**config.mk**
```make
export PLATFORM = sky130hd
export DESIGN_NAME = sync_fifo_prog_flat
export DESIGN_NICKNAME = d
export VERILOG_FILES = /design/src/rtl/sync_fifo_pkg.sv /design/src/rtl/sync_fifo_prog_if.sv /design/src/rtl/sync_fifo_ram.sv /design/src/rtl/sync_fifo_prog.sv /design/src/flat_wrapper.sv
export SDC_FILE = /design/constraint.sdc
export NUM_CORES = 1
export LEC_CHECK = 0
export CAP_MARGIN = 0
export CELL_PAD_IN_SITES_DETAIL_PLACEMENT = 1
export CELL_PAD_IN_SITES_GLOBAL_PLACEMENT = 2
export CORE_MARGIN = 2
export CORE_UTILIZATION = 30
export CTS_CLUSTER_DIAMETER = 80
export CTS_CLUSTER_SIZE = 40
export DETAILED_ROUTE_END_ITERATION = 8
export PLACE_DENSITY = 0.67
export SLEW_MARGIN = 20
export SYNTH_ARGS = -nofsm -noshare
export SYNTH_HDL_FRONTEND = slang
export SYNTH_HIERARCHICAL = 1
export SYNTH_SLANG_ARGS = --single-unit
```
**constraint.sdc**
```tcl
create_clock -name clk -period 8.35 [get_ports clk]
set_clock_uncertainty 0.2 [all_clocks]
set_input_delay 1.2525 -clock clk [delete_from_list [all_inputs] [get_ports clk]]
set_output_delay 1.2525 -clock clk [all_outputs]
set_load 0.05 [all_outputs]
```
**src/rtl/sync_fifo_pkg.sv**
```systemverilog
`default_nettype none
// ============================================================================
// Module   : sync_fifo_pkg
// Purpose  : Shared defaults, width helper and default-config types for the
//            programmable synchronous FIFO.
// Revision : 1.0 - initial release
// ============================================================================
package sync_fifo_pkg;

  localparam int DEF_DATA_WIDTH = 16;
  localparam int DEF_FIFO_DEPTH = 8;

  // Never returns 0 so a minimal depth still gets a real 1-bit pointer.
  function automatic int clog2_depth(input int value);
    return (value <= 2) ? 1 : $clog2(value);
  endfunction

  typedef logic [clog2_depth(DEF_FIFO_DEPTH)-1:0]   ptr_t;
  typedef logic [clog2_depth(DEF_FIFO_DEPTH+1)-1:0] cnt_t;

endpackage
`default_nettype wire

```
**src/rtl/sync_fifo_prog_if.sv**
```systemverilog
`default_nettype none
// ============================================================================
// Module   : sync_fifo_prog_if
// Purpose  : Producer/consumer bus of the programmable FIFO (master = user,
//            slave = FIFO).
// Revision : 1.0 - initial release
// ============================================================================
interface sync_fifo_prog_if
  import sync_fifo_pkg::*;
#(
  parameter int DATA_WIDTH = DEF_DATA_WIDTH,
  parameter int FIFO_DEPTH = DEF_FIFO_DEPTH
);
  localparam int LVL_W = clog2_depth(FIFO_DEPTH + 1);

  logic                  flush;
  logic                  wr_en;
  logic [DATA_WIDTH-1:0] din;
  logic                  rd_en;
  logic [DATA_WIDTH-1:0] dout;
  logic                  rd_valid;
  logic                  wr_ack;
  logic                  overflow;
  logic                  underflow;
  logic                  full;
  logic                  almostfull;
  logic                  empty;
  logic                  almostempty;
  logic [LVL_W-1:0]      level;

  modport master (
    output flush, wr_en, din, rd_en,
    input  dout, rd_valid, wr_ack, overflow, underflow,
           full, almostfull, empty, almostempty, level
  );

  modport slave (
    input  flush, wr_en, din, rd_en,
    output dout, rd_valid, wr_ack, overflow, underflow,
           full, almostfull, empty, almostempty, level
  );
endinterface
`default_nettype wire

```
**src/rtl/sync_fifo_ram.sv**
```systemverilog
`default_nettype none
// ============================================================================
// Module   : sync_fifo_ram
// Purpose  : 1-write / 1-read register array, synchronous write and
//            asynchronous read. Contents are never reset.
// Revision : 1.0 - initial release
// ============================================================================
module sync_fifo_ram #(
  parameter int DATA_WIDTH = 16,
  parameter int DEPTH      = 8,
  parameter int ADDR_W     = 3
) (
  input  logic                  clk,
  input  logic                  wr_en,
  input  logic [ADDR_W-1:0]     wr_addr,
  input  logic [DATA_WIDTH-1:0] wr_data,
  input  logic [ADDR_W-1:0]     rd_addr,
  output logic [DATA_WIDTH-1:0] rd_data
);

  logic [DATA_WIDTH-1:0] mem_q [0:DEPTH-1];

  always_ff @(posedge clk) begin
    if (wr_en) begin
      mem_q[wr_addr] <= wr_data;
    end
  end

  assign rd_data = mem_q[rd_addr];

endmodule
`default_nettype wire

```
**src/rtl/sync_fifo_prog.sv**
```systemverilog
`default_nettype none
// ============================================================================
// Module   : sync_fifo_prog
// Purpose  : Synchronous FIFO, any depth >= 2, programmable almost-full /
//            almost-empty levels, occupancy level and synchronous flush.
//            Define SYNC_FIFO_FWFT_EN for first-word-fall-through reads.
// Revision : 1.0 - initial release
// ============================================================================
module sync_fifo_prog
  import sync_fifo_pkg::*;
#(
  parameter int DATA_WIDTH = DEF_DATA_WIDTH,
  parameter int FIFO_DEPTH = DEF_FIFO_DEPTH,
  parameter int AF_LEVEL   = FIFO_DEPTH - 1,
  parameter int AE_LEVEL   = 1
) (
  input logic              clk,
  input logic              rst,
  sync_fifo_prog_if.slave  bus
);

  localparam int PTR_W = clog2_depth(FIFO_DEPTH);
  localparam int CNT_W = clog2_depth(FIFO_DEPTH + 1);

  localparam logic [PTR_W-1:0] PTR_LAST = PTR_W'(FIFO_DEPTH - 1);
  localparam logic [CNT_W-1:0] CNT_FULL = CNT_W'(FIFO_DEPTH);
  localparam logic [CNT_W-1:0] CNT_AF   = CNT_W'(AF_LEVEL);
  localparam logic [CNT_W-1:0] CNT_AE   = CNT_W'(AE_LEVEL);

  if (FIFO_DEPTH < 2) begin : g_bad_depth
    $error("sync_fifo_prog: FIFO_DEPTH must be >= 2");
  end
  if (AF_LEVEL < 1 || AF_LEVEL > FIFO_DEPTH - 1) begin : g_bad_af
    $error("sync_fifo_prog: AF_LEVEL must be in 1..FIFO_DEPTH-1");
  end
  if (AE_LEVEL < 1 || AE_LEVEL > FIFO_DEPTH - 1) begin : g_bad_ae
    $error("sync_fifo_prog: AE_LEVEL must be in 1..FIFO_DEPTH-1");
  end

  logic [PTR_W-1:0]      wr_ptr_q, wr_ptr_d;
  logic [PTR_W-1:0]      rd_ptr_q, rd_ptr_d;
  logic [CNT_W-1:0]      count_q, count_d;
  logic                  wr_ack_q, wr_ack_d;
  logic                  overflow_q, overflow_d;
  logic                  underflow_q, underflow_d;
  logic                  full, empty;
  logic                  wr_accept, rd_accept;
  logic [DATA_WIDTH-1:0] rd_data;

  sync_fifo_ram #(
    .DATA_WIDTH (DATA_WIDTH),
    .DEPTH      (FIFO_DEPTH),
    .ADDR_W     (PTR_W)
  ) u_ram (
    .clk     (clk),
    .wr_en   (wr_accept),
    .wr_addr (wr_ptr_q),
    .wr_data (bus.din),
    .rd_addr (rd_ptr_q),
    .rd_data (rd_data)
  );

  // Flush masks both requests so it never produces ack/overflow/underflow.
  always_comb begin
    full        = (count_q == CNT_FULL);
    empty       = (count_q == '0);
    wr_accept   = bus.wr_en && !full  && !bus.flush;
    rd_accept   = bus.rd_en && !empty && !bus.flush;
    wr_ack_d    = wr_accept;
    overflow_d  = bus.wr_en && full  && !bus.flush;
    underflow_d = bus.rd_en && empty && !bus.flush;
    wr_ptr_d    = wr_ptr_q;
    rd_ptr_d    = rd_ptr_q;
    count_d     = count_q;
    if (bus.flush) begin
      wr_ptr_d = '0;
      rd_ptr_d = '0;
      count_d  = '0;
    end else begin
      if (wr_accept) begin
        wr_ptr_d = (wr_ptr_q == PTR_LAST) ? '0 : wr_ptr_q + PTR_W'(1);
      end
      if (rd_accept) begin
        rd_ptr_d = (rd_ptr_q == PTR_LAST) ? '0 : rd_ptr_q + PTR_W'(1);
      end
      case ({wr_accept, rd_accept})
        2'b10:   count_d = count_q + CNT_W'(1);
        2'b01:   count_d = count_q - CNT_W'(1);
        default: count_d = count_q;
      endcase
    end
  end

  always_ff @(posedge clk or posedge rst) begin
    if (rst) begin
      wr_ptr_q    <= '0;
      rd_ptr_q    <= '0;
      count_q     <= '0;
      wr_ack_q    <= 1'b0;
      overflow_q  <= 1'b0;
      underflow_q <= 1'b0;
    end else begin
      wr_ptr_q    <= wr_ptr_d;
      rd_ptr_q    <= rd_ptr_d;
      count_q     <= count_d;
      wr_ack_q    <= wr_ack_d;
      overflow_q  <= overflow_d;
      underflow_q <= underflow_d;
    end
  end

`ifdef SYNC_FIFO_FWFT_EN
  // Head word is always presented; a pop simply moves rd_ptr to the next one.
  assign bus.dout     = rd_data;
  assign bus.rd_valid = !empty;
`else
  logic [DATA_WIDTH-1:0] dout_q, dout_d;
  logic                  rd_valid_q, rd_valid_d;

  always_comb begin
    dout_d     = rd_accept ? rd_data : dout_q;
    rd_valid_d = rd_accept;
  end

  // dout survives flush; only reset clears it.
  always_ff @(posedge clk or posedge rst) begin
    if (rst) begin
      dout_q     <= '0;
      rd_valid_q <= 1'b0;
    end else begin
      dout_q     <= dout_d;
      rd_valid_q <= rd_valid_d;
    end
  end

  assign bus.dout     = dout_q;
  assign bus.rd_valid = rd_valid_q;
`endif

  assign bus.full        = full;
  assign bus.empty       = empty;
  assign bus.almostfull  = (count_q >= CNT_AF) && !full;
  assign bus.almostempty = (count_q <= CNT_AE) && !empty;
  assign bus.level       = count_q;
  assign bus.wr_ack      = wr_ack_q;
  assign bus.overflow    = overflow_q;
  assign bus.underflow   = underflow_q;

endmodule
`default_nettype wire

```
**src/flat_wrapper.sv**
```systemverilog
// flat-port wrapper written by rule: the top's interface ports become plain ports
module sync_fifo_prog_flat import sync_fifo_pkg::*;
#(
  parameter int DATA_WIDTH = DEF_DATA_WIDTH,
  parameter int FIFO_DEPTH = DEF_FIFO_DEPTH,
  parameter int AF_LEVEL   = FIFO_DEPTH - 1,
  parameter int AE_LEVEL   = 1
)
  (clk, rst, bus_flush, bus_wr_en, bus_din, bus_rd_en, bus_dout, bus_rd_valid, bus_wr_ack, bus_overflow, bus_underflow, bus_full, bus_almostfull, bus_empty, bus_almostempty, bus_level);
  sync_fifo_prog_if #(.DATA_WIDTH(DATA_WIDTH), .FIFO_DEPTH(FIFO_DEPTH)) bus_i ();
  input logic clk;
  input logic rst;
  input wire logic [$bits(bus_i.flush)-1:0] bus_flush;
  input wire logic [$bits(bus_i.wr_en)-1:0] bus_wr_en;
  input wire logic [$bits(bus_i.din)-1:0] bus_din;
  input wire logic [$bits(bus_i.rd_en)-1:0] bus_rd_en;
  output wire logic [$bits(bus_i.dout)-1:0] bus_dout;
  output wire logic [$bits(bus_i.rd_valid)-1:0] bus_rd_valid;
  output wire logic [$bits(bus_i.wr_ack)-1:0] bus_wr_ack;
  output wire logic [$bits(bus_i.overflow)-1:0] bus_overflow;
  output wire logic [$bits(bus_i.underflow)-1:0] bus_underflow;
  output wire logic [$bits(bus_i.full)-1:0] bus_full;
  output wire logic [$bits(bus_i.almostfull)-1:0] bus_almostfull;
  output wire logic [$bits(bus_i.empty)-1:0] bus_empty;
  output wire logic [$bits(bus_i.almostempty)-1:0] bus_almostempty;
  output wire logic [$bits(bus_i.level)-1:0] bus_level;
  assign bus_i.flush = bus_flush;
  assign bus_i.wr_en = bus_wr_en;
  assign bus_i.din = bus_din;
  assign bus_i.rd_en = bus_rd_en;
  assign bus_dout = bus_i.dout;
  assign bus_rd_valid = bus_i.rd_valid;
  assign bus_wr_ack = bus_i.wr_ack;
  assign bus_overflow = bus_i.overflow;
  assign bus_underflow = bus_i.underflow;
  assign bus_full = bus_i.full;
  assign bus_almostfull = bus_i.almostfull;
  assign bus_empty = bus_i.empty;
  assign bus_almostempty = bus_i.almostempty;
  assign bus_level = bus_i.level;
  sync_fifo_prog #(.DATA_WIDTH(DATA_WIDTH), .FIFO_DEPTH(FIFO_DEPTH), .AF_LEVEL(AF_LEVEL), .AE_LEVEL(AE_LEVEL)) u_core (.clk(clk), .rst(rst), .bus(bus_i));
endmodule
```
* After elaboration in Yosys (flattened, before gate mapping)
Memories as Yosys holds them, arrays and structs flattened. A register that Yosys moved wholly into a read port is not among the register bits.
Cells that the tools add are included.
** Word-level totals
- Bits in writable memories :: 128
- Latch bits :: 0
- Register bits after elaboration :: 14
- Memories :: 1
- Bits of input ports :: 21
- Word-level logic and storage cells :: 46
- Bits in read-only memories :: 0
- Output and inout bits :: 28
** Cells by class
- Mux-type cells :: 10
- Divide/modulo/power cells :: 0
- Eq/ne operators :: 5
- Bitwise logic cells :: 0
- $mul :: 0
- Reductions and logical operators :: 17
- $add $sub $neg :: 4
- Shifts and indexed selects :: 0
- Magnitude comparators :: 2
** Memories
- u_core.u_ram.mem_q :: depth 8, bits a word 16, read ports 1, clocked after memory_dff 1, wr ports 1, RTL line sync_fifo_ram.sv:21 : logic [DATA_WIDTH-1:0] mem_q [0:DEPTH-1];
** Operator list (number)
- $mux W3 :: 6
- $logic_and A1 B1 Y1 :: 10
- $pmux W4 S2 :: 1
- $add A3 B1 Y3 const B :: 2
- $eq A3 B3 Y1 const B :: 2
- $add A4 B1 Y4 const B :: 1
- $eq A4 B4 Y1 const B :: 1
- $ge A4 B3 Y1 const B :: 1
- $le A4 B1 Y1 const B :: 1
- $logic_not A4 Y1 :: 1
- $mux W4 :: 1
- $reduce_bool A2 Y1 :: 2
- $sub A4 B1 Y4 const B :: 1
- $logic_not A1 Y1 :: 3
- $reduce_bool A3 Y1 :: 1
- $eq A2 B1 Y1 const B :: 1
- $eq A2 B2 Y1 const B :: 1
- $mux W1 :: 2

* Logic depth before layout (Yosys ltp)
Gate-level depths: netlist of the first run.
- Depth after elaboration :: 7
- Mapped depth :: 7
- Mapped depth without buffers :: 7

* Modules after synthesis
The synthesis of the first run kept the hierarchy.
** By module, submodules not included
- sync_fifo_ram :: sequential area each 3843.7 µm², times used 1, cells an instance 198, area an instance 4973.5 µm²
- sync_fifo_prog :: sequential area each 750.7 µm², times used 1, cells an instance 121, area an instance 1475.2 µm²

* Least setup slack after synthesis of the first run
OpenSTA, ideal clock, no wires.
- Kind :: register -> output
- From :: register u_core.count_q[2] (netlist: u_core/bus.level[2])
- To :: output bus_almostempty
- Cell stages (with the launch flop) :: 4
- Buffers on the path :: 1
- Arrival time :: 2235 ps
- Path slack :: 4662 ps
- Data required time :: 6898 ps
- Cells stage by stage :: dfrtp_1 buf_6 or2_2 nor3b_1
** Between the ends
- Longest elaborated chain between the ends :: 3
- Elaborated cells between the ends (all ways) :: 4
- Classes of those cells :: 1 x order compare; 3 x reduce/logical
** RTL lines
- start: declaration :: RTL line sync_fifo_prog.sv:42 : logic [CNT_W-1:0] count_q, count_d;
- start signal: assignment :: RTL line sync_fifo_prog.sv:105 : count_q <= count_d;
- branches (longest 2 deep; another with $le A4 B1 Y1)
- $logic_and A1 B1 Y1 (*) :: RTL line sync_fifo_prog.sv:143 : assign bus.almostempty = (count_q <= CNT_AE) && !empty;
- end: declaration :: RTL line flat_wrapper.sv:25 : output wire logic [$bits(bus_i.almostempty)-1:0] bus_almostempty;
Mark *: on every way between the ends.

* Worst setup path in the final report of the first run
- From :: register u_core.count_q[1] (netlist: u_core/bus.level[1])
- To :: output bus_empty
** Between the ends
- Longest elaborated chain between the ends :: 1
** RTL lines
- $logic_not A4 Y1 :: RTL line sync_fifo_prog.sv:66 : empty = (count_q == '0);
- end: declaration :: RTL line flat_wrapper.sv:24 : output wire logic [$bits(bus_i.empty)-1:0] bus_empty;
Every way passes these cells.

==> results.py, run 1 <==
metrics = {
    "placed_design": {
        "dp_hpwl_um": 7901,
        "gp_congestion": 0.7214,
        "dpl.cell_count": 639,
        "port_buffers": 48,
        "place_area_mm2": 0.007263,
    },
    "cts": {
        "clk_path_buf_depth": 2,
        "clock-root-buffer": "clkbuf_16",
        "post_cts_buffers": 0,
        "cts_resized": 0,
        "htree_levels": 4,
        "holdBufCountCts": 0,
        "cts_tree": "done",
        "cts_buffers": 17,
        "clock_latency_ns": 0.42,
        "cts_sinks": 158,
        "cts.clk_slew.worst_paths_ns": 0.06,
    },
    "detailed_routing": {
        "first_iter_violations": 155,
        "final_antenna_net_count": 0,
        "num_vias": 3172,
        "post-route-drc-count": 0,
        "first_pass_iters": 4,
        "wl_um": 13320,
        "wire_per_inst_um": 19.84,
        "post_drt_via_cell_ratio": 4.727,
    },
    "sta": {
        "relSlewSlack_pct": 32.40,
        "drv_slew": 0,
        "period_needed_ns": 4.068,
        "tightestPinTransition_ns": 1.014,
        "finalHoldViolations": 0,
        "max_freq_mhz": 245.8,
        "fin_crit_sh_pct": 48.72,
        "setup_tns_ns": 0,
        "hold_ws_ns": 0.3092,
        "rsz0062_at_grt": "no",
        "setup-violations-final": 0,
    },
    "outcome": {
        "status": "finished clean",
    },
    "floorplanning": {
        "die-area_mm2": 0.02268,
        "initial_core_util_pct": 30.58,
        "core_mm2": 0.02109,
        "die_w_um": 150.6,
        "fp.dieH_um": 150.6,
        "fp-row-count": 53,
        "io_pins": 49,
    },
    "setup_path": {
        "end_kind": "primary output",
        "cp.required_ns": 6.90,
        "crit_path_start_kind": "flip-flop",
        "path_class": "reg -> out",
        "cp_num_buf_inv": 3,
        "crit_chain": "inv_1, ha_1, or3b_4, clkinv_2, clkdlybuf4s50_1",
        "cpMaxStageDelayCell": "clkdlybuf4s50_1",
        "critPathArrivalTime_ns": 2.62,
        "path_delay_family": "buffers and inverters",
        "max_stage_delay_ns": 0.80,
        "cp_max_fo": 7,
    },
    "finish": {
        "fillers": 2063,
        "synthToLayoutAreaGrowth_pct": 22.37,
        "fin_area_mm2": 0.007891,
        "seq_area_mm2": 0.004596,
        "instances_no_fill": 671,
        "insertedDiodeCount": 0,
        "final_common_cell": "edfxtp_1",
        "most-common-layout-cells": "edfxtp_1 (128), clkdlybuf4s50_1 (48), dfrtp_1 (29)",
        "drive_gt1_share_pct": 21.46,
        "layout.nets": 411,
        "multiInputGateArea_mm2": 0.001740,
    },
    "synth": {
        "synth_top_area_share_pct": 59.60,
        "netlist.top_cell.by_area": "edfxtp_1",
        "yosys-top-cells-area": "edfxtp_1 (60%), dfrtp_1 (12%), mux4_1 (11%)",
        "synth_cells": 319,
        "synth_nets": 347,
        "async_flop_share_pct": 18.99,
        "ys_warn_count": 6,
        "syn_area_per_cell_um2": 20.22,
        "synth_area_mm2": 0.006449,
        "synth-seq-cells": 158,
        "ys_types": 42,
        "synth-edff-count": 128,
        "synthFlopType": "edfxtp_1",
        "yosysSeqAreaShare_pct": 71.25,
    },
    "run": {
        "maxCapViolCount": 0,
    },
    "power": {
        "total_leakage_power_nw": 2.726,
        "total_power_w": 0.002274,
        "power_density_mw_per_mm2": 288.1,
        "peakVddDrop_v": 0.0001672,
    },
    "grt": {
        "grt_max_degree": 36,
        "antenna_found_initial": 0,
        "grt_pass1_vias": 3414,
        "grt_pass1_wl_um": 20530,
        "grt_usage_pct": 12.56,
        "grt_overflow_total": 0,
    },
    "hold_path": {
        "min-delay-path-class": "reg -> reg",
    },
}
[metal layers]
| layer | vias up | global-route usage, % | wire [um] |
|---|---|---|---|
| met1 | 1664 | 17.00 | 6340 |
| met4 | 0 | 5.561 | 282 |
| li1 | 1423 | - | - |
| met2 | 66 | 19.50 | 6260 |
| met5 | - | 0 | 0 |
| met3 | 19 | 2.758 | 432 |
[Yosys cell counts (2+ instances only)]
cell	number
mux4_1	28
mux2_4	9
nand2b_1	6
nor2_1	14
dfrtp_1	30
nand4_1	2
ha_1	7
mux2i_1	2
mux2_2	24
buf_1	4
nor3_1	3
a21oi_1	6
buf_6	6
or3_1	3
edfxtp_1	128
a211oi_1	2
nand2_1	10
o21ai_0	2
inv_1	6
nor2b_1	2
mux4_2	4
[report_power, final]
group | total (W) | leakage (nW) | internal, W | switching, W
clock | 0.000817 | 0.301 | 0.000509 | 0.000309
sequential | 0.000948 | 1.53 | 0.000909 | 0.0000388
combinational | 0.000509 | 0.891 | 0.000211 | 0.000297
total | 0.00227 | 2.73 | 0.00163 | 0.000645
[cell type report]
| cell class | instances | share of cell area, % |
|---|---|---|
| Clock buffer | 18 | 5.565 |
| Tap cell | 275 | 4.360 |
| Multi-Input combinational cell | 141 | 22.05 |
| Clock inverter | 14 | 2.394 |
| Sequential cell | 158 | 58.24 |
| Timing Repair Buffer | 58 | 7.040 |
| Inverter | 7 | 0.3488 |
[stage by stage]
step	setup WS (ns)	utilization [%]
finish	4.282	37.42
global route	4.201	37.42
global placement	4.395	34.44
detailed placement	4.293	34.44
floorplan	4.662	-
CTS	4.250	37.42
[cells by family after synthesis]
kind of cell	after synthesis	share of synthesized area, %
flip-flops	158	71.25
multiplexers	68	19.58
AND/OR/NAND/NOR	50	4.249
buffers and inverters	20	1.920
AO/OA/AOI/OAI	15	1.513
adder cells (fa/ha/maj)	7	1.358
XOR/XNOR	1	0.1358
[flip-flops by register name, indices dropped and copies added, names as in the netlist]
signal,flops
u_core/wr_ptr_q,3
u_core/bus.wr_ack,1
u_core/bus.rd_valid,1
u_core/bus.dout,16
u_core/bus.level,4
u_core/bus.underflow,1
u_core/rd_ptr_q,3
u_core/u_ram/mem_q,128
u_core/bus.overflow,1
[worst paths after layout]
kind,from,end,slack (ns),cells after the start
worst min register to register,u_core/bus.dout[15]$_DFFE_PP0P_,u_core/bus.dout[15]$_DFFE_PP0P_,0.31,1
worst max-delay path,u_core/bus.level[1]$_DFFE_PP0P_,bus_empty,4.28,5
worst min-delay path,u_core/bus.dout[15]$_DFFE_PP0P_,u_core/bus.dout[15]$_DFFE_PP0P_,0.31,1
max in group asynchronous,rst,u_core/rd_ptr_q[2]$_DFFE_PP0P_,6.53,3
worst max register to register,u_core/bus.level[0]$_DFFE_PP0P_,u_core/u_ram/mem_q[6][2]$_DFFE_PP_,5.29,8
min in group asynchronous,rst,u_core/bus.rd_valid$_DFF_PP0_,1.07,3
[worst reg2reg max path, stage by stage, from the launching register on]
cell	delay [ns]
dfrtp_1	0.48
inv_1	0.08
ha_1	0.29
nand3b_1	0.27
inv_1	0.12
nor2_1	0.22
nand2_1	0.16
nor2_1	0.60
buf_4	0.32
Note: power is estimated with default switching activity, not from simulation.
==> run 2, diff against run 1 <==
Settings changed: PLACE_DENSITY 0.67 to 0.69.
Clock period 8.35 ns to 3.5 ns, I/O delays scaled along.
==> run 2 against run 1 <==
Net effect: worst hold slack worse by 0.0017 ns; global-route usage is 0.14 points lower; sequential share of layout area is 0.21 points lower; via count is 0.38% lower; total power is 140% higher; sequential cell count stayed put; count of clock-buffer cells in the layout is 1 lower; critical path depth stayed put; non-clock buffer count is 5 higher; critical endpoint unchanged.
==> results.py, run 2 (synthesis gave the netlist of run 1 again) <==
metrics = {
    "sta": {
        "drv_slew": 0,
        "max_freq_mhz": 303.9,
        "setup-violations-final": 0,
        "setup_slack_ns": 0.2097,
        "period_needed_ns": 3.290,
        "finalHoldViolations": 0,
        "fin_crit_sh_pct": 94.01,
        "tightestPinTransition_ns": 0.9459,
        "hold_ws_ns": 0.3075,
        "relSlewSlack_pct": 36.94,
        "setup_tns_ns": 0,
        "rsz0062_at_grt": "no",
    },
    "outcome": {
        "status": "finished clean",
    },
    "finish": {
        "seq_area_mm2": 0.004594,
        "drive_gt1_share_pct": 22.94,
        "largest_register_ffs": 128,
        "layout.nets": 416,
        "fillers": 2057,
        "fin_area_mm2": 0.007918,
        "final_common_cell": "edfxtp_1",
        "regMostFlops": "u_core/u_ram/mem_q",
        "synthToLayoutAreaGrowth_pct": 22.78,
        "insertedDiodeCount": 0,
        "multiInputGateArea_mm2": 0.001740,
        "postLayoutCoreUtil_pct": 37.55,
        "most-common-layout-cells": "edfxtp_1 (128), clkdlybuf4s50_1 (48), dfrtp_1 (30)",
    },
    "placed_design": {
        "port_buffers": 48,
        "gp_congestion": 0.7805,
        "place_area_mm2": 0.007312,
        "dp_hpwl_um": 8254,
        "pre_cts_ws_ns": 0.6454,
    },
    "cts": {
        "cts.clk_slew.worst_paths_ns": 0.06,
        "clock_latency_ns": 0.42,
        "cts_resized": 0,
        "cts_tree": "done",
        "clock-root-buffer": "clkbuf_16",
        "htree_levels": 4,
        "holdBufCountCts": 0,
        "clk_path_buf_depth": 2,
        "cts_buffers": 17,
        "post_cts_buffers": 0,
        "cts_sinks": 158,
    },
    "setup_path": {
        "crit_chain": "inv_1, ha_1, or3b_4, clkinv_2, clkdlybuf4s50_1",
        "cp_max_fo": 8,
        "max_stage_delay_ns": 0.80,
        "end_kind": "primary output",
        "cpMaxStageDelayCell": "clkdlybuf4s50_1",
        "reg2reg_to": "u_core/bus.dout[6]$_DFFE_PP0P_",
        "reg2regPathDepth": 4,
        "r2r-start": "u_core/rd_ptr_q[0]$_DFFE_PP0P_",
        "crit_path_start_kind": "flip-flop",
        "ff2ff_setup_slack_ns": 0.82,
        "path_class": "reg -> out",
        "critPathArrivalTime_ns": 2.57,
        "cp.required_ns": 2.77,
    },
    "floorplanning": {
        "initial_core_util_pct": 30.58,
        "fp.dieH_um": 150.6,
        "die-area_mm2": 0.02268,
        "io_pins": 49,
        "die_w_um": 150.6,
        "core_mm2": 0.02109,
        "fp-row-count": 53,
    },
    "run": {
        "maxCapViolCount": 0,
    },
    "detailed_routing": {
        "num_vias": 3160,
        "first_iter_violations": 133,
        "wire_per_inst_um": 19.66,
        "final_antenna_net_count": 0,
        "post-route-drc-count": 0,
        "wl_um": 13290,
        "post_drt_via_cell_ratio": 4.675,
        "first_pass_iters": 4,
    },
    "power": {
        "total_leakage_power_nw": 2.753,
        "power_density_mw_per_mm2": 677.7,
        "peakVddDrop_v": 0.0003071,
    },
    "grt": {
        "grt_max_degree": 35,
        "grt_pass1_wl_um": 20280,
        "grt_overflow_total": 0,
        "antenna_found_initial": 0,
        "grt_pass1_vias": 3446,
        "grt_usage_pct": 12.43,
    },
    "hold_path": {
        "min-delay-path-class": "in -> async",
    },
}
[run 2: critical path, delay by kind of cell, from the launching register on]
family / cells / cell delay, ns
flops: 1 / 0.46
fa+ha+maj: 1 / 0.27
buf+inv: 3 / 0.98
simple gates: 1 / 0.44
[run 2: area by class of cell]
type | count | share of cell area (%)
Tap cell | 275 | 4.346
Sequential cell | 158 | 58.03
Timing Repair Buffer | 63 | 7.649
Clock inverter | 15 | 2.276
Clock buffer | 17 | 5.373
Multi-Input combinational cell | 141 | 21.98
Inverter | 7 | 0.3477
[run 2: power breakdown]
part,internal (W),switching (W)
Sequential,0.00217,0.000112
Clock,0.00113,0.000747
Combinational,0.000514,0.000694
Total,0.00381,0.00155
[run 2: through the flow]
step,total power [W],instances
3_5_place_dp,0.003540,644
3_3_place_gp,0.003515,644
2_1_floorplan,0.003143,319
6_report,0.005366,676
5_1_grt,0.005568,676
4_1_cts,0.005435,676
[run 2: metal layers]
metal | global-route usage, % | routed length [um] | up-vias
met5 | 0 | 0 | -
met2 | 22.14 | 7173 | 31
met4 | 4.626 | 200 | 0
met3 | 2.394 | 239 | 15
met1 | 14.90 | 5674 | 1675
li1 | - | - | 1439
[run 2: how the worst max path moves through the flow]
stage / startpoint / to / slack, ns / cells past startpoint
2_1_floorplan: u_core/bus.level[0]$_DFFE_PP0P_ / u_core/u_ram/mem_q[1][0]$_DFFE_PP_ / 0.32 / 7
6_report: u_core/bus.level[0]$_DFFE_PP0P_ / bus_empty / 0.21 / 5
5_1_grt: u_core/bus.level[0]$_DFFE_PP0P_ / bus_empty / 0.11 / 5
4_1_cts: u_core/bus.level[0]$_DFFE_PP0P_ / bus_empty / 0.19 / 5
3_3_place_gp: u_core/bus.level[0]$_DFFE_PP0P_ / bus_empty / 0.71 / 5
3_5_place_dp: u_core/bus.level[0]$_DFFE_PP0P_ / bus_empty / 0.65 / 5
==> run 3, diff against run 2 <==
Settings changed: CORE_UTILIZATION 30 to 41, PLACE_DENSITY 0.69 to 0.86.
==> run 3 against run 2 <==
Net effect: count of clock-buffer cells in the layout rose by 2; cell area fell by 1.9%; combinational power is essentially flat; critical path type unchanged; worst hold slack gained 0.0069 ns; total power is 3.3% lower; register-to-register slack worse by 0.07 ns; global-route usage up 4.9 points; core utilization grew 13 points; final cell count fell by 9.5%; worst setup slack got worse by 0.014 ns.
==> results.py, run 3 (synthesis gave the netlist of run 1 again) <==
metrics = {
    "outcome": {
        "status": "finished clean",
    },
    "power": {
        "peakVddDrop_v": 0.0004288,
        "p_clk_share_pct": 32.8,
        "power.internal_w": 0.003612,
        "total_leakage_power_nw": 2.716,
        "pwr-share-comb_pct": 23.5,
        "switching_share_pct": 30.36,
        "power_frac_seq_pct": 43.7,
        "p_sw_w": 0.001575,
        "power_density_mw_per_mm2": 667.8,
    },
    "finish": {
        "largest_register_ffs": 128,
        "insertedDiodeCount": 0,
        "instances_no_fill": 612,
        "drive_gt1_share_pct": 22.69,
        "regMostFlops": "u_core/u_ram/mem_q",
        "fillers": 1390,
        "final_common_cell": "edfxtp_1",
        "layout.nets": 416,
        "multiInputGateArea_mm2": 0.001740,
        "most-common-layout-cells": "edfxtp_1 (128), clkdlybuf4s50_1 (48), dfrtp_1 (30)",
        "seq_area_mm2": 0.004594,
        "synthToLayoutAreaGrowth_pct": 20.45,
    },
    "hold_path": {
        "min-delay-path-class": "in -> async",
    },
    "sta": {
        "relSlewSlack_pct": 36.36,
        "rsz0062_at_grt": "no",
        "finalHoldViolations": 0,
        "setup_tns_ns": 0,
        "max_freq_mhz": 302.6,
        "period_needed_ns": 3.304,
        "setup-violations-final": 0,
        "drv_slew": 0,
        "tightestPinTransition_ns": 0.9546,
        "fin_crit_sh_pct": 94.41,
    },
    "setup_path": {
        "cp_max_fo": 7,
        "crit_path_start_kind": "flip-flop",
        "crit_chain": "inv_1, ha_1, or3b_4, clkinv_2, clkdlybuf4s50_1",
        "end_kind": "primary output",
        "cpMaxStageDelayCell": "clkdlybuf4s50_1",
        "cp.required_ns": 2.77,
        "max_stage_delay_ns": 0.80,
        "path_delay_family": "buffers and inverters",
        "cp_num_buf_inv": 3,
        "critPathArrivalTime_ns": 2.58,
        "path_class": "reg -> out",
    },
    "grt": {
        "grt_overflow_total": 0,
        "antenna_found_initial": 0,
        "grt_max_degree": 36,
        "grt_pass1_wl_um": 20580,
        "grt_pass1_vias": 3506,
        "grt_usage_pct": 17.31,
    },
    "floorplanning": {
        "die_w_um": 129.4,
        "initial_core_util_pct": 42.26,
        "die-area_mm2": 0.01675,
        "fp-row-count": 45,
        "fp.dieH_um": 129.4,
        "io_pins": 49,
        "core_mm2": 0.01526,
    },
    "cts": {
        "clock-root-buffer": "clkbuf_16",
        "cts_tree": "done",
        "holdBufCountCts": 0,
        "cts.clk_slew.worst_paths_ns": 0.07,
        "post_cts_buffers": 0,
        "htree_levels": 4,
        "cts_sinks": 158,
        "cts_buffers": 17,
        "clk_path_buf_depth": 2,
        "cts_resized": 0,
        "clock_latency_ns": 0.43,
    },
    "run": {
        "maxCapViolCount": 0,
    },
    "placed_design": {
        "gp_congestion": 0.7679,
        "dp_hpwl_um": 7918,
        "dpl.cell_count": 580,
        "port_buffers": 48,
    },
    "detailed_routing": {
        "num_vias": 3225,
        "met1_length_um": 5680,
        "wl_met2_um": 6932,
        "final_antenna_net_count": 0,
        "first_pass_iters": 4,
        "wire_per_inst_um": 21.81,
        "wl_met3_um": 610,
        "top_layer": "met4",
        "post-route-drc-count": 0,
        "post_drt_via_cell_ratio": 5.270,
        "first_iter_violations": 285,
        "wl_um": 13350,
    },
}
-- run 3: area by class of cell --
type	count	area share, %
multi-input combinational	141	22.41
sequential	158	59.15
tap	211	3.399
timing repair buffer	63	7.635
inverter	7	0.3544
clock buffer	19	5.702
clock inverter	13	1.353
-- run 3: final timing paths --
kind,slack (ns),from,endpoint,cells past startpoint
worst max-delay path,0.20,u_core/bus.level[1]$_DFFE_PP0P_,bus_empty,5
worst min register to register,0.31,u_core/bus.dout[2]$_DFFE_PP0P_,u_core/bus.dout[2]$_DFFE_PP0P_,1
worst min-delay path,0.31,rst,u_core/bus.dout[14]$_DFFE_PP0P_,3
worst max register to register,0.75,u_core/bus.level[0]$_DFFE_PP0P_,u_core/u_ram/mem_q[6][5]$_DFFE_PP_,8
max in group asynchronous,2.46,rst,u_core/bus.dout[5]$_DFFE_PP0P_,3
min in group clk,0.31,u_core/bus.dout[2]$_DFFE_PP0P_,u_core/bus.dout[2]$_DFFE_PP0P_,1
-- run 3: routing by layer --
metal	vias to the layer above	global-route usage [%]
met5	-	0
met4	0	5.946
li1	1439	-
met2	72	29.10
met3	10	4.666
met1	1704	21.94
-- run 3: power groups by stage --
stage	clock network (W)	logic [W]	registers, W
6_report	0.00170	0.00122	0.00227
5_1_grt	0.00181	0.00128	0.00228
4_1_cts	0.00174	0.00123	0.00227
3_5_place_dp	0	0.00123	0.00231
3_3_place_gp	0	0.00120	0.00230
2_1_floorplan	0	0.000493	0.00265
-- run 3: worst min-delay path, stage by stage --
cell	delay (ns)
clkdlybuf4s50_1	0.39
inv_1	0.05
buf_4	0.41
-- run 3: per-stage QoR --
step                      hold WS [ns]  instance area (um2)  worst slack (ns)  util [%]  power (W)
after floorplan                 0.3150                 6459            0.3189         -   0.003143
after global placement          0.2936                 7219            0.6893     47.31   0.003494
after detailed placement        0.3058                 7219            0.5168     47.31   0.003533
after CTS                       0.3126                 7767            0.1973     50.91   0.005238
after global routing            0.3368                 7767           0.08443     50.91   0.005374
final                           0.3144                 7767            0.1957     50.91   0.005187
